<file path="src/rtl/spec_global_history_reg.sv">
// Speculative global history register with a per-branch checkpoint queue for misprediction repair.
// Optional mispredict statistics counter enabled by defining SPEC_GHR_STATS_EN.
module spec_global_history_reg #(
  parameter int BPRED_WIDTH  = 9,
  parameter int MAX_INFLIGHT = 4,
  localparam int CW = $clog2(MAX_INFLIGHT + 1),
  localparam int PW = $clog2(MAX_INFLIGHT)
) (
  input  logic                   i_Clk,
  input  logic                   i_Reset,
  input  logic                   i_DEC_Is_Branch,
  input  logic                   i_Prediction,
  input  logic                   i_ALU_Branch_Valid,
  input  logic                   i_ALU_Branch_Outcome,
  input  logic                   i_Flush,
  output logic [BPRED_WIDTH-1:0] o_Global_History,
  output logic [BPRED_WIDTH-1:0] o_Commit_History,
  output logic                   o_Full,
  output logic                   o_Mispredict,
  output logic [CW-1:0]          o_Count,
  output logic                   o_Error
`ifdef SPEC_GHR_STATS_EN
  ,
  output logic [15:0]            o_Mispredict_Count
`endif
);

  localparam logic [CW-1:0] FULL_CNT = CW'(MAX_INFLIGHT);

  logic [BPRED_WIDTH-1:0] spec_q, spec_d;
  logic [BPRED_WIDTH-1:0] commit_q, commit_d;
  logic [CW-1:0]          count_q, count_d;
  logic [PW-1:0]          rd_ptr_q, rd_ptr_d;
  logic [PW-1:0]          wr_ptr_q, wr_ptr_d;
  logic                   mispredict_q, mispredict_d;
  logic                   error_q, error_d;

  // Each entry is {pre-shift speculative history, predicted bit}.
  logic [BPRED_WIDTH:0]   entry_mem [MAX_INFLIGHT];
  logic                   push_we;

  logic                   full;
  logic                   empty;
  logic                   resolve;
  logic                   push_ok;
  logic                   misp;
  logic [BPRED_WIDTH-1:0] ck_hist;
  logic                   ck_pred;

  assign full    = (count_q == FULL_CNT);
  assign empty   = (count_q == '0);
  assign ck_hist = entry_mem[rd_ptr_q][BPRED_WIDTH:1];
  assign ck_pred = entry_mem[rd_ptr_q][0];
  assign resolve = i_ALU_Branch_Valid && !empty;
  assign misp    = resolve && (ck_pred != i_ALU_Branch_Outcome);
  // A same-cycle pop frees a slot, so a push against a full queue still lands.
  assign push_ok = i_DEC_Is_Branch && (!full || resolve);

  always_comb begin
    spec_d       = spec_q;
    commit_d     = commit_q;
    count_d      = count_q;
    rd_ptr_d     = rd_ptr_q;
    wr_ptr_d     = wr_ptr_q;
    push_we      = 1'b0;
    mispredict_d = misp;
    error_d      = error_q | (i_DEC_Is_Branch && full && !resolve)
                           | (i_ALU_Branch_Valid && empty);

    if (resolve) begin
      commit_d = {commit_q[BPRED_WIDTH-2:0], i_ALU_Branch_Outcome};
    end

    if (i_Flush) begin
      spec_d   = commit_d;
      count_d  = '0;
      rd_ptr_d = '0;
      wr_ptr_d = '0;
    end else if (misp) begin
      // Younger entries are all wrong-path, so the queue is dropped wholesale.
      spec_d   = {ck_hist[BPRED_WIDTH-2:0], i_ALU_Branch_Outcome};
      count_d  = '0;
      rd_ptr_d = '0;
      wr_ptr_d = '0;
    end else begin
      if (push_ok) begin
        spec_d   = {spec_q[BPRED_WIDTH-2:0], i_Prediction};
        wr_ptr_d = wr_ptr_q + PW'(1);
        push_we  = 1'b1;
      end
      if (resolve) begin
        rd_ptr_d = rd_ptr_q + PW'(1);
      end
      count_d = count_q + CW'(push_ok) - CW'(resolve);
    end
  end

  always_ff @(posedge i_Clk or posedge i_Reset) begin
    if (i_Reset) begin
      spec_q       <= '0;
      commit_q     <= '0;
      count_q      <= '0;
      rd_ptr_q     <= '0;
      wr_ptr_q     <= '0;
      mispredict_q <= 1'b0;
      error_q      <= 1'b0;
    end else begin
      spec_q       <= spec_d;
      commit_q     <= commit_d;
      count_q      <= count_d;
      rd_ptr_q     <= rd_ptr_d;
      wr_ptr_q     <= wr_ptr_d;
      mispredict_q <= mispredict_d;
      error_q      <= error_d;
    end
  end

  // Entries are only read while counted valid, so the storage itself needs no reset.
  always_ff @(posedge i_Clk) begin
    if (push_we) begin
      entry_mem[wr_ptr_q] <= {spec_q, i_Prediction};
    end
  end

`ifdef SPEC_GHR_STATS_EN
  logic [15:0] stat_q, stat_d;

  always_comb begin
    stat_d = stat_q;
    if (misp && (stat_q != 16'hFFFF)) begin
      stat_d = stat_q + 16'd1;
    end
  end

  always_ff @(posedge i_Clk or posedge i_Reset) begin
    if (i_Reset) begin
      stat_q <= '0;
    end else begin
      stat_q <= stat_d;
    end
  end

  assign o_Mispredict_Count = stat_q;
`endif

  assign o_Global_History = spec_q;
  assign o_Commit_History = commit_q;
  assign o_Count          = count_q;
  assign o_Full           = full;
  assign o_Mispredict     = mispredict_q;
  assign o_Error          = error_q;

endmodule

</file>
<file path="config.mk">
export PLATFORM = sky130hd
export DESIGN_NAME = spec_global_history_reg
export DESIGN_NICKNAME = d
export VERILOG_FILES = /design/src/rtl/spec_global_history_reg.sv
export SDC_FILE = /design/constraint.sdc
export NUM_CORES = 1
export LEC_CHECK = 0
export BUFFER_PORTS_ARGS = -buffer_cell sky130_fd_sc_hd__buf_2
export CELL_PAD_IN_SITES_DETAIL_PLACEMENT = 1
export CELL_PAD_IN_SITES_GLOBAL_PLACEMENT = 2
export CORE_MARGIN = 3
export CORE_UTILIZATION = 44
export DETAILED_ROUTE_END_ITERATION = 10
export HOLD_SLACK_MARGIN = 0.08
export PLACE_DENSITY_LB_ADDON = 0.1
export SETUP_SLACK_MARGIN = 0.1
export SLEW_MARGIN = 40
export SYNTH_ARGS = -nofsm -noshare
export SYNTH_HDL_FRONTEND = slang
export SYNTH_SLANG_ARGS = --single-unit
</file>
<file path="constraint.sdc">
create_clock -name i_Clk -period 3.4 [get_ports i_Clk]
set_input_delay 0.51 -clock i_Clk [delete_from_list [all_inputs] [get_ports i_Clk]]
set_output_delay 0.51 -clock i_Clk [all_outputs]
set_load 0.02 [all_outputs]
</file>
# After elaboration in Yosys (flattened, before gate mapping)
# Memories as Yosys holds them, arrays and structs flattened.
# Cells that the tools add are included.
dict set report totals {
  ff_bits 27
  ramBits 40
  input_bits 7
  output_inout_bits 24
  elab_cells 46
  n_memories 1
}
dict set report op_classes {
  addsub 4
  eq_ne 2
  mux 17
  n_bitwise 2
  reduce_logical 13
}
# memory words word_bits rd rd_clocked_by_memory_dff write_ports line_no
set memory_table {}
lappend memory_table {entry_mem 4 10 1 0 1 39} ;# logic [BPRED_WIDTH:0] entry_mem [MAX_INFLIGHT];
# op count
set op_table {}
lappend op_table {{9-bit two-way mux} 4}
lappend op_table {{2-bit two-way mux} 6}
lappend op_table {{1-bit logical AND} 6}
lappend op_table {{3-bit two-way mux} 2}
lappend op_table {{3-bit nonzero test} 2}
lappend op_table {{1-bit two-way mux} 5}
lappend op_table {{2-bit by 1-bit adder with 2-bit output (second input constant)} 2}
lappend op_table {{3-bit by 1-bit adder with 3-bit output} 1}
lappend op_table {{3-bit equality test (second input constant)} 1}
lappend op_table {{1-bit zero test} 3}
lappend op_table {{3-bit zero test} 1}
lappend op_table {{3-bit by 1-bit subtractor with 3-bit output} 1}
lappend op_table {{1-bit bitwise OR} 2}
lappend op_table {{1-bit logical OR} 1}
lappend op_table {{1-bit inequality test} 1}

# Depth between registers and ports, before layout
dict set report depth {
  depth_word 10
  ltp_mapped 10
  mapped_depth_nobuf 10
}

# Worst setup path after synthesis
# Ideal clock, no wire load.
dict set report synth_timing {
  kind {reg2reg}
  from {register count_q[1], in the netlist o_Count[1]}
  to {register count_q[2], in the netlist o_Count[2]}
  arrival_ns 2.249
  t_required_ns 3.279
  slack_ns 1.030
  stages_incl_launch_ff 11
  path_cell_list {dfrtp_1 o31ai_1 clkbuf_1 nor2_1 o21bai_1 ha_1 inv_1 fa_1 xor2_1 xnor2_1 nor2_1}
}
dict set report synth_between {
  elab_chain_len 9
  word_cells_on_any_way 12
  cone_classes {2 x add/sub; 1 x eq/ne; 2 x mux; 7 x reduce/logical}
}
# element line_no
set synth_rtl {}
lappend synth_rtl {{start, declared} 32} ;# logic [CW-1:0] count_q, count_d;
lappend synth_rtl {{start signal, assigned} 110} ;# count_q <= count_d;
lappend synth_rtl {{3-bit zero test} 51} ;# assign empty = (count_q == '0);
lappend synth_rtl {{1-bit zero test} 54} ;# assign resolve = i_ALU_Branch_Valid && !empty;
lappend synth_rtl {{1-bit logical AND} 54}
lappend synth_rtl {{1-bit logical OR} 57} ;# assign push_ok = i_DEC_Is_Branch && (!full || resolve);
lappend synth_rtl {{1-bit logical AND} 57}
lappend synth_rtl {{3-bit by 1-bit adder with 3-bit output} 94} ;# count_d = count_q + CW'(push_ok) - CW'(resolve);
lappend synth_rtl {{3-bit by 1-bit subtractor with 3-bit output} 94}
lappend synth_rtl {{3-bit two-way mux (*)} 79} ;# end else if (misp) begin
lappend synth_rtl {{3-bit two-way mux (*)} 74} ;# if (i_Flush) begin
lappend synth_rtl {{named net count_d[2]} 32}
# Mark *: on every way through the listed nets, which the timed path passes. The rest lies on a longest branch.
# A chain may end at the register's enable or synchronous reset.

# Worst setup path after layout
dict set report layout_timing {
  from {register rd_ptr_q[1]}
  to {memory entry_mem[1][1] in the netlist's numbering, enable pin}
}
dict set report layout_between {
  elab_chain_len 7
}
# element line_no
set layout_rtl {}
lappend layout_rtl {{start, declared} 33} ;# logic [PW-1:0] rd_ptr_q, rd_ptr_d;
lappend layout_rtl {{start signal, assigned} 111} ;# rd_ptr_q <= rd_ptr_d;
lappend layout_rtl {{memory 4 x 10 bit} -}
lappend layout_rtl {{1-bit inequality test} 55} ;# assign misp = resolve && (ck_pred != i_ALU_Branch_Outcome);
lappend layout_rtl {{1-bit logical AND} 55}
lappend layout_rtl {{named net misp} 46} ;# logic misp;
lappend layout_rtl {{1-bit two-way mux} 79}
lappend layout_rtl {{1-bit two-way mux} 74}
lappend layout_rtl {{1-bit two-way mux} 120} ;# if (push_we) begin
lappend layout_rtl {{1-bit two-way mux (not written as such)} 121} ;# entry_mem[wr_ptr_q] <= {spec_q, i_Prediction};
lappend layout_rtl {{end, declared} 39}
# The timed path passes the listed nets, and every way through them passes these cells.

==> out/qor.yml <==
clocking:
  post_cts_resize_count: 0
  cts_max_level: 3
  cts-hold-fix-buffers: 0
  clock_sinks: 63
  cts-root-buf: "clkbuf_8"
  clk_pin_slew_ns: 0.07
  cts_setup_buffers: 0
  clock_latency_ns: 0.34
  numCtsBuffers: 9
  tritoncts: "yes"
  cts_max_path_buffers: 2
placed_design:
  post-place-cells: 296
  dp_hpwl_mm: 4.732
  post_dp_cell_area_mm2: 0.003007
  dp_slack_ns: 0.7887
  place.gp.congestion: 0.8538
  port_buffers: 30
final_layout:
  instances_no_fill: 312
  drive_gt1_share_pct: 30.80
  antennaDiodeCount: 0
  utilization_pct: 53.57
  design_area_mm2: 0.003228
  final_cell_mix: "edfxtp_1, buf_2, nand2_1, dfrtp_1"
  fin_nets: 245
  syn2layout_area_growth_pct: 15.90
  layout_commonest_cell: "edfxtp_1"
hold_path:
  hold_path.class: "in2async"
yosys:
  ys_types: 35
  synth_area_leaders: "edfxtp_1, dfrtp_1, mux4_2"
  avgSynthCellArea_um2: 14.28
  yosysTopAreaCellShare_pct: 38.81
  syn_area_mm2: 0.002785
  syn_inst: 195
  yosys_register_bits: 63
  ys_seq_area_share_pct: 63.07
  syn-num-nets: 208
  yosysTopAreaCell: "edfxtp_1"
  ys_warn_count: 0
power_and_ir_drop:
  power_frac_comb_pct: 30.6
  p_int_mw: 1.749
  sw_frac_of_total_pct: 37.29
  power_density_mw_per_mm2: 864.1
  clockPowerShare_pct: 25.6
  seqPwrFrac_pct: 43.7
  finalPower_mw: 2.790
  p_switching_mw: 1.040
  p_leak_nw: 1.351
  ir_drop_mv: 0.4170
route:
  wl_mm: 6.614
  vias_per_cell: 5.413
  drt_iter0_markers: 138
  vias: 1689
  drc: 0
  wl_per_cell_um: 21.20
  drtAntennaViolNets: 0
  dr.pass1.iters: 4
global_route:
  antenna_found_initial: 0
  grt_max_degree: 28
  grt_pass1_wl_mm: 10.53
  grt_remaining_overflow: 0
  grt_util_all_layers_pct: 20.03
  grt_pass1_vias: 1828
die:
  io_pins: 31
  die_area_mm2: 0.007321
  fp-row-count: 28
  fp.coreArea_mm2: 0.006026
  die_w_um: 85.56
  start_util_pct: 46.22
  fp.dieH_um: 85.56
timing:
  period_minus_slack_ns: 2.639
  holdWs_ns: 0.2356
  max_slew_margin_pct: 53.22
  tightestPinTransition_ns: 0.6970
  finClkSkew_ns: 0.007390
  rsz0062_at_grt: "no"
  min_period_over_period_pct: 77.61
  fmax_mhz: 379.0
  finalHoldViolCount: 0
  setup-violations-final: 0
  fin_ws_ns: 0.7612
  slew_viol_final: 0
  setup_tns_ns: 0
setup_path:
  endpoint_kind: "flop"
  critPathRequiredTime_ns: 3.39
  setup.worst_path.start_class: "flop"
  crit_fanout: 12
  rrSetupSlack_ns: 0.76
  crit_type: "reg2reg"
  arrival_ns: 2.63
status:
  outcome: "completed"
run:
  drv_cap: 0
-- flip-flops by register name, summed over array words and instances (netlist names) --
| register | cells |
|---|---|
| rd_ptr_q | 2 |
| o_Error | 1 |
| o_Count | 3 |
| wr_ptr_q | 2 |
| entry_mem | 36 |
| o_Global_History | 9 |
| o_Commit_History | 9 |
| o_Mispredict | 1 |
-- final timing paths --
kind / startpoint / end / depth (start not counted)
min in group i_Clk: i_Prediction / entry_mem[0][0] / 1
setup reg to reg: rd_ptr_q[1] / entry_mem[1][1] / 6
max in group asynchronous: i_Reset / o_Global_History[8] / 3
hold / removal: i_Reset / o_Global_History[4] / 3
hold reg to reg: o_Error / o_Error / 1
setup / recovery: rd_ptr_q[1] / entry_mem[1][1] / 6
-- cell usage after synthesis (all sizes together) --
cell type,instances
o211ai,1
mux4,8
o21ai,1
clkbuf,4
and3,2
mux2i,12
nor3,1
nor4,1
o31ai,1
dfrtp,27
nor2,16
mux2,3
a211oi,2
a21o,1
fa,1
o21bai,2
xor2,1
nor2b,1
o22ai,1
edfxtp,36
inv,17
a221oi,8
buf,2
ha,5
and2,5
o31a,1
a21oi,3
nand2,29
xnor2,3
-- metal layers --
layer	GRT usage [%]	vias to the layer above	routed length [µm]
met5	0	-	0
met4	6.475	0	104
met3	5.091	10	282
met2	31.64	50	3217
met1	27.36	857	3009
li1	-	772	-
-- critical path, stage by stage (launching register included) --
cell	delay, ns
dfrtp_1	0.63
mux2i_1	0.32
xnor2_1	0.18
o211ai_4	0.29
inv_4	0.14
nor3_2	0.29
and2_1	0.44
-- logic make-up after synthesis --
kind of cell / count (synthesis) / share of synthesized area (%)
compound gates: 21 / 8.086
xor+xnor: 4 / 1.258
fa+ha+maj: 6 / 2.965
buf+inv: 23 / 3.729
flops: 63 / 63.07
mux: 23 / 12.26
simple gates: 55 / 8.626
-- layout make-up --
class | instances | area, µm²
clock inverters | 7 | 97.59
inverters | 17 | 66.31
flip-flops and latches | 63 | 1757
well taps | 75 | 93.84
repair buffers | 32 | 165.2
multi-input cells | 109 | 924.6
clock buffers | 9 | 123.9
fillers | 628 | 2798
-- power by group through the flow --
stage	clock network, mW	registers [mW]	logic [mW]
floorplan	0	1.27	0.494
global placement	0	1.22	0.831
detailed placement	0	1.23	0.860
CTS	0.732	1.22	0.864
global route	0.770	1.25	0.929
finish	0.715	1.22	0.855
(Power assumes the default switching activity.)
